<file path="config.mk">
export PLATFORM = sky130hd
export DESIGN_NAME = video_timing_gen
export DESIGN_NICKNAME = d
export VERILOG_FILES = /design/src/rtl/video_timing_gen.sv
export SDC_FILE = /design/constraint.sdc
export NUM_CORES = 1
export LEC_CHECK = 0
export CORE_MARGIN = 2
export CORE_UTILIZATION = 25
export CTS_BUF_LIST = sky130_fd_sc_hd__clkbuf_16
export CTS_CLUSTER_DIAMETER = 120
export CTS_CLUSTER_SIZE = 20
export DETAILED_ROUTE_END_ITERATION = 12
export HOLD_SLACK_MARGIN = 0.12
export PLACE_DENSITY_LB_ADDON = 0.15
export SYNTH_ARGS = -nofsm -noshare
export SYNTH_HDL_FRONTEND = slang
export SYNTH_SLANG_ARGS = --single-unit
</file>
<file path="constraint.sdc">
create_clock -name clk -period 3.29 [get_ports clk]
set_clock_uncertainty 0.15 [all_clocks]
set_input_delay 0.658 -clock clk [delete_from_list [all_inputs] [get_ports clk]]
set_output_delay 0.658 -clock clk [all_outputs]
set_load 0.02 [all_outputs]
</file>
<file path="src/rtl/video_timing_gen.sv">
// Raster timing generator: h/v counters, syncs, active window, preload and row pulses.
// Define VTG_PAL_PAD_EN to shift the PAL active window down by PAL_PAD lines.
module video_timing_gen #(
    parameter int H_TOTAL      = 228,
    parameter int H_SYNC       = 16,
    parameter int H_ACT_START  = 40,
    parameter int PRELOAD_LEAD = 2,
    parameter int V_TOTAL_NTSC = 262,
    parameter int V_TOTAL_PAL  = 312,
    parameter int V_FS_LINES   = 3,
    parameter int V_ACT_START  = 40,
    parameter int ACTIVE_LINES = 192,
    parameter int ROW_LINES    = 12,
    parameter int PAL_PAD      = 25,
    parameter int H_W          = 9,
    parameter int V_W          = 9
) (
    input  logic           clk,
    input  logic           reset,
    input  logic           format_req,
    output logic           format,
    output logic           hsn,
    output logic           fsn,
    output logic           preload,
    output logic           rowclear,
    output logic           active,
    output logic [H_W-1:0] h_count,
    output logic [V_W-1:0] v_count,
    output logic [3:0]     row_line,
    output logic           format_changed
);

    localparam logic [H_W-1:0] H_LAST  = H_W'(H_TOTAL - 1);
    localparam logic [H_W-1:0] H_SYNC_C = H_W'(H_SYNC);
    localparam logic [H_W-1:0] H_ACT_C = H_W'(H_ACT_START);
    localparam logic [H_W-1:0] H_PRE_C = H_W'(H_ACT_START - PRELOAD_LEAD);
    localparam logic [V_W-1:0] V_LAST_N = V_W'(V_TOTAL_NTSC - 1);
    localparam logic [V_W-1:0] V_LAST_P = V_W'(V_TOTAL_PAL - 1);
    localparam logic [V_W-1:0] V_FS_C  = V_W'(V_FS_LINES);
    localparam logic [V_W-1:0] VS_BASE = V_W'(V_ACT_START);
    localparam logic [V_W-1:0] VS_PAD  = V_W'(V_ACT_START + PAL_PAD);
    localparam logic [V_W-1:0] V_ACT_N = V_W'(ACTIVE_LINES);
    localparam logic [3:0]     ROW_LAST = 4'(ROW_LINES - 1);

`ifdef VTG_PAL_PAD_EN
    localparam logic PAD_EN = 1'b1;
`else
    localparam logic PAD_EN = 1'b0;
`endif

    logic           h_wrap;
    logic           f_wrap;
    logic           fmt_nx;
    logic           vact_nx;
    logic [H_W-1:0] h_nx;
    logic [V_W-1:0] v_nx;
    logic [V_W-1:0] v_last;
    logic [V_W-1:0] vs_nx;
    logic [V_W-1:0] v_rel;
    logic [3:0]     row_nx;

    // Everything is derived from next-state counters so outputs align with them.
    always_comb begin
        h_wrap = (h_count == H_LAST);
        v_last = format ? V_LAST_P : V_LAST_N;
        f_wrap = h_wrap && (v_count == v_last);
        h_nx   = h_wrap ? '0 : h_count + 1'b1;
        v_nx   = v_count;
        if (h_wrap) begin
            v_nx = f_wrap ? '0 : v_count + 1'b1;
        end
        fmt_nx  = f_wrap ? format_req : format;
        vs_nx   = (PAD_EN && fmt_nx) ? VS_PAD : VS_BASE;
        v_rel   = v_nx - vs_nx;
        vact_nx = (v_nx >= vs_nx) && (v_rel < V_ACT_N);
        row_nx  = row_line;
        if (!vact_nx) begin
            row_nx = '0;
        end else if (h_wrap) begin
            if (v_nx == vs_nx || row_line == ROW_LAST) begin
                row_nx = '0;
            end else begin
                row_nx = row_line + 1'b1;
            end
        end
    end

    always_ff @(posedge clk) begin
        if (reset) begin
            h_count        <= '0;
            v_count        <= '0;
            row_line       <= '0;
            format         <= 1'b0;
            format_changed <= 1'b0;
            preload        <= 1'b0;
            rowclear       <= 1'b0;
            active         <= 1'b0;
            hsn            <= 1'b0;
            fsn            <= 1'b0;
        end else begin
            h_count        <= h_nx;
            v_count        <= v_nx;
            row_line       <= row_nx;
            format         <= fmt_nx;
            format_changed <= f_wrap && (format_req != format);
            preload        <= vact_nx && (h_nx == H_PRE_C);
            rowclear       <= vact_nx && (h_nx == '0) && (row_nx == '0);
            active         <= vact_nx && (h_nx >= H_ACT_C);
            hsn            <= (h_nx >= H_SYNC_C);
            fsn            <= (v_nx >= V_FS_C);
        end
    end

endmodule

</file>
==> summary.txt <==
Worst setup path
  – Arrival time of data at the critical path endpoint: slightly below 3000 ps
  – Critical path startpoint category: flop
  – Number of gates on the worst path with buffers counted: 8
  – Buffering stage count on the worst path with inverters included: 0
  – Depth of the worst register-to-register path: 8
  – Cell family with most CP delay: simple AND/OR/NAND/NOR gates
  – Data required time of the worst path: 3280 ps
  – Largest incremental delay on the critical path: about 450 ps
  – Worst-case register-to-register setup slack: around 380 ps
  – Ordered cell list for the critical path: ha_1 > nand4bb_4 > nor4_1 > xnor2_1 > a21boi_0 > nand4b_1 > o21ai_1 > nor4_2
  – Critical Path End Type: flop
  – Cell type of the slowest stage on the worst timing path: sky130_fd_sc_hd__dfxtp_1
  – Maximum net fanout on the critical path: 7
  – Worst setup path category: flop to flop

Routing
  – Routed via count: approximately 1.6k
  – Final WL: about 4800 um
  – Drt wl/cell: roughly 14 um
  – Post-route DRC violation count: 0
  – Drt pass-1 iters: 4
  – Number of vias per cell: between 4 and 5
  – DR iter-0 viols: ~170
  – DRT antenna net count: 0

Yosys
  – Largest family of logic cells by synthesized area: simple AND/OR/NAND/NOR gates
  – Number of flops mapped to enable cells by yosys: 0
  – Parity-gate share of the synthesized area counting xor and xnor cells: 0.0954
  – Adder-cell share of the synthesized area: 0.0341
  – Share of synthesized flip-flops with an asynchronous set or reset: 0
  – Simple-Gate Fraction of Synth Area: 0.353
  – Mapped Area: about 1800 um^2
  – Main synth FF type: sky130_fd_sc_hd__dfxtp_1
  – Synthesized area per cell: slightly below 9 um^2
  – Synthesized-area fraction occupied by ao, oa, aoi and oai cells: 0.136
  – Post-synthesis sequential area ratio: 0.316
  – Post-synthesis cell type count: 52
  – Yosys reg bits: 29
  – Number of warnings reported in the yosys synthesis log: 0
  – Post-synthesis net count: between 200 and 250
  – Proportion of synthesized area in mux cells: 0.0164
  – Gate count of the mapped netlist: 208

Power and ir drop
  – Combinational group share of total power: 0.039
  – Switching fraction of total power: 0.217
  – Fraction of power consumed by sequential logic: 0.439
  – Net switching component of the power: approximately 0.18 mW
  – Total chip power: 0.821 mW
  – Internal power: 0.643 mW
  – Power per cell area: between 300 and 400 nW/um^2
  – Maximum vdd ir drop: ~0.16 mV
  – Total leakage power: about 0.76 nW
  – Clock power frac: 0.522

Place
  – Final weighted congestion in routability-driven placement: roughly 0.84
  – Cell Area, Placed: roughly 2200 um^2
  – Number of placed instances, taps included: 326
  – Worst slack at placement: 380 ps
  – DP Wirelength: ~3600 um
  – Total of buffers placed on input and output ports: 31

STA
  – Total count of hold-check failures in the final report: 0
  – Worst-margin pin slew: ~540 ps
  – Achievable frequency: 0.344 GHz
  – Minimum clock period: 2910 ps
  – Final setup violation count: 0
  – Post-route setup TNS: 0 ps
  – Unrepaired setup endpoints after global routing: no
  – Pins Over Slew Limit: 0
  – Worst max-slew margin expressed relative to the limit: 0.637
  – Post-layout worst setup margin: about 380 ps
  – Hold WS: about 380 ps
  – Part of the cycle the worst path needs: 0.884

Global routing
  – Global route total overflow: 0
  – Maximum number of pins on one net before global-route repair: 20
  – Number of antenna violations at the first check in global routing: 0
  – Global-route usage over all layers: 0.131
  – Wire length of the first global-routing pass: between 8000 and 9000 um
  – Number of global-route vias before repair: ~1.5k

CTS
  – Number of buffers inserted by hold repair at cts: 0
  – CTS sink cnt: 29
  – Post-cts repair resize count: 0
  – Clock Tree Root: sky130_fd_sc_hd__clkbuf_16
  – Setup Fix Bufs, Post-CTS: 0
  – TritonCTS clock tree: done
  – CTS max path bufs: 2
  – Worst-skew pair later-pin latency: 270 ps
  – Num CTS Buffers: 5
  – H-Tree Depth: 2
  – Clock transition at the register clock pins on the worst setup and hold paths after CTS: roughly 50 ps

Min path
  – Hold Path Depth: 2
  – Hold crit path type: flop to flop

Floorplan
  – Full die area: slightly above 8000 um^2
  – Area of the placeable core: approximately 7200 um^2
  – Top-level I/O count: 32
  – Number of cell rows: 31
  – Vertical die dimension: roughly 90 um
  – Width of the die: about 90 um
  – Initial core utilization: 0.256

Outcome
  – Run status: finished, final reports clean

Cells and area
  – Layout fillers: 763
  – Layout cell share with drive strength beyond 1: 0.115
  – Antenna Diode Count: 0
  – Area growth syn-to-layout: 28.6%
  – Final Non-Filler Cells: around 330
  – Final nets: ~240
  – Area of all placed cells without fillers: between 2000 and 2500 um^2
  – Utilization after layout: 0.329

Flow run
  – Number of max-cap violations: 0
==> synthesized netlist by cell type (3+ instances only) <==
cell type                   n  share of area
sky130_fd_sc_hd__mux2i_1    3          0.016
sky130_fd_sc_hd__nor3b_1    3          0.012
sky130_fd_sc_hd__nand2_1   18          0.037
sky130_fd_sc_hd__clkbuf_1   6          0.012
sky130_fd_sc_hd__inv_1      3         0.0061
sky130_fd_sc_hd__and3_1     5          0.017
sky130_fd_sc_hd__nand3_1    7          0.019
sky130_fd_sc_hd__dfxtp_1   29           0.32
sky130_fd_sc_hd__nor2_1    16          0.033
sky130_fd_sc_hd__nor4_1     4          0.014
sky130_fd_sc_hd__xor2_1     9          0.043
sky130_fd_sc_hd__a21oi_1    8          0.022
sky130_fd_sc_hd__nand2b_1   4          0.014
sky130_fd_sc_hd__ha_1       5          0.034
sky130_fd_sc_hd__nor3_1    13          0.035
sky130_fd_sc_hd__o21ai_0    4          0.011
sky130_fd_sc_hd__nand4_1    9          0.031
sky130_fd_sc_hd__xnor2_1   11          0.052
sky130_fd_sc_hd__nor4_2     3          0.020
sky130_fd_sc_hd__buf_2      7          0.019
==> cells in the final DEF, fill, tap and decap left out, types with 3 or more instances in the layout <==
cell type / synthesis / layout
sky130_fd_sc_hd__clkdlybuf4s50_1: 0 / 31
sky130_fd_sc_hd__dfxtp_1: 29 / 29
sky130_fd_sc_hd__nand2_1: 18 / 18
sky130_fd_sc_hd__nor2_1: 16 / 16
sky130_fd_sc_hd__nor3_1: 13 / 13
sky130_fd_sc_hd__xnor2_1: 11 / 11
sky130_fd_sc_hd__xor2_1: 9 / 9
sky130_fd_sc_hd__nand4_1: 9 / 9
sky130_fd_sc_hd__a21oi_1: 8 / 8
sky130_fd_sc_hd__nand3_1: 7 / 7
sky130_fd_sc_hd__and3_1: 5 / 5
sky130_fd_sc_hd__ha_1: 5 / 5
sky130_fd_sc_hd__clkbuf_16: 0 / 5
sky130_fd_sc_hd__inv_1: 3 / 4
sky130_fd_sc_hd__o21ai_0: 4 / 4
sky130_fd_sc_hd__nor4_1: 4 / 4
sky130_fd_sc_hd__nand2b_1: 4 / 4
sky130_fd_sc_hd__buf_4: 0 / 4
sky130_fd_sc_hd__mux2i_1: 3 / 3
sky130_fd_sc_hd__nor3b_1: 3 / 3
sky130_fd_sc_hd__nor4_2: 3 / 3
==> worst min-delay path: stages, from the launching register on <==
cell and delay (ps):
sky130_fd_sc_hd__dfxtp_1 350, sky130_fd_sc_hd__nand2_1 80, sky130_fd_sc_hd__a21oi_1 50
==> flip-flops by register name (all words and copies together) (netlist names) <==
name	count
active	1
format	1
format_changed	1
fsn	1
h_count	9
hsn	1
preload	1
row_line	4
rowclear	1
v_count	9
==> power by group through the flow <==
stage	sequential, mW	clock [mW]	combinational, mW
after detailed placement	0.368	0	0.0325
final	0.360	0.428	0.0321
after global routing	0.361	0.460	0.0358
after floorplan	0.370	0	0.0159
after global placement	0.367	0	0.0330
after CTS	0.360	0.442	0.0327
==> layout make-up <==
type                    count  area, um^2  area share
well taps                  99         124      0.0525
clock buffers               5         125      0.0530
clock inverters             3        13.8     0.00583
repair buffers             35         340       0.144
flip-flops and latches     29         581       0.246
inverters                   3        11.3     0.00477
multi-input cells         160        1170       0.494
==> cell families after synthesis <==
logic type,count (synthesis)
AO/OA/AOI/OAI,31
adder cells (fa/ha/maj),5
AND/OR/NAND/NOR,101
multiplexers,3
flip-flops,29
buffers and inverters,19
XOR/XNOR,20
==> final timing paths <==
path	from	endpoint
worst max-delay path	h_count[0]	row_line[0]
worst min-delay path	format	format
worst max register to register	h_count[0]	row_line[0]
worst min register to register	format	format
==> per-layer routing <==
layer | wire length (um) | track usage | vias to the layer above
met5 | 0 | 0 | -
met3 | 190 | 0.0265 | 7
li1 | - | - | 824
met4 | 84 | 0.0407 | 0
met1 | 2360 | 0.190 | 755
met2 | 2120 | 0.193 | 38
No activity file was read; power rests on OpenSTA's default activity.
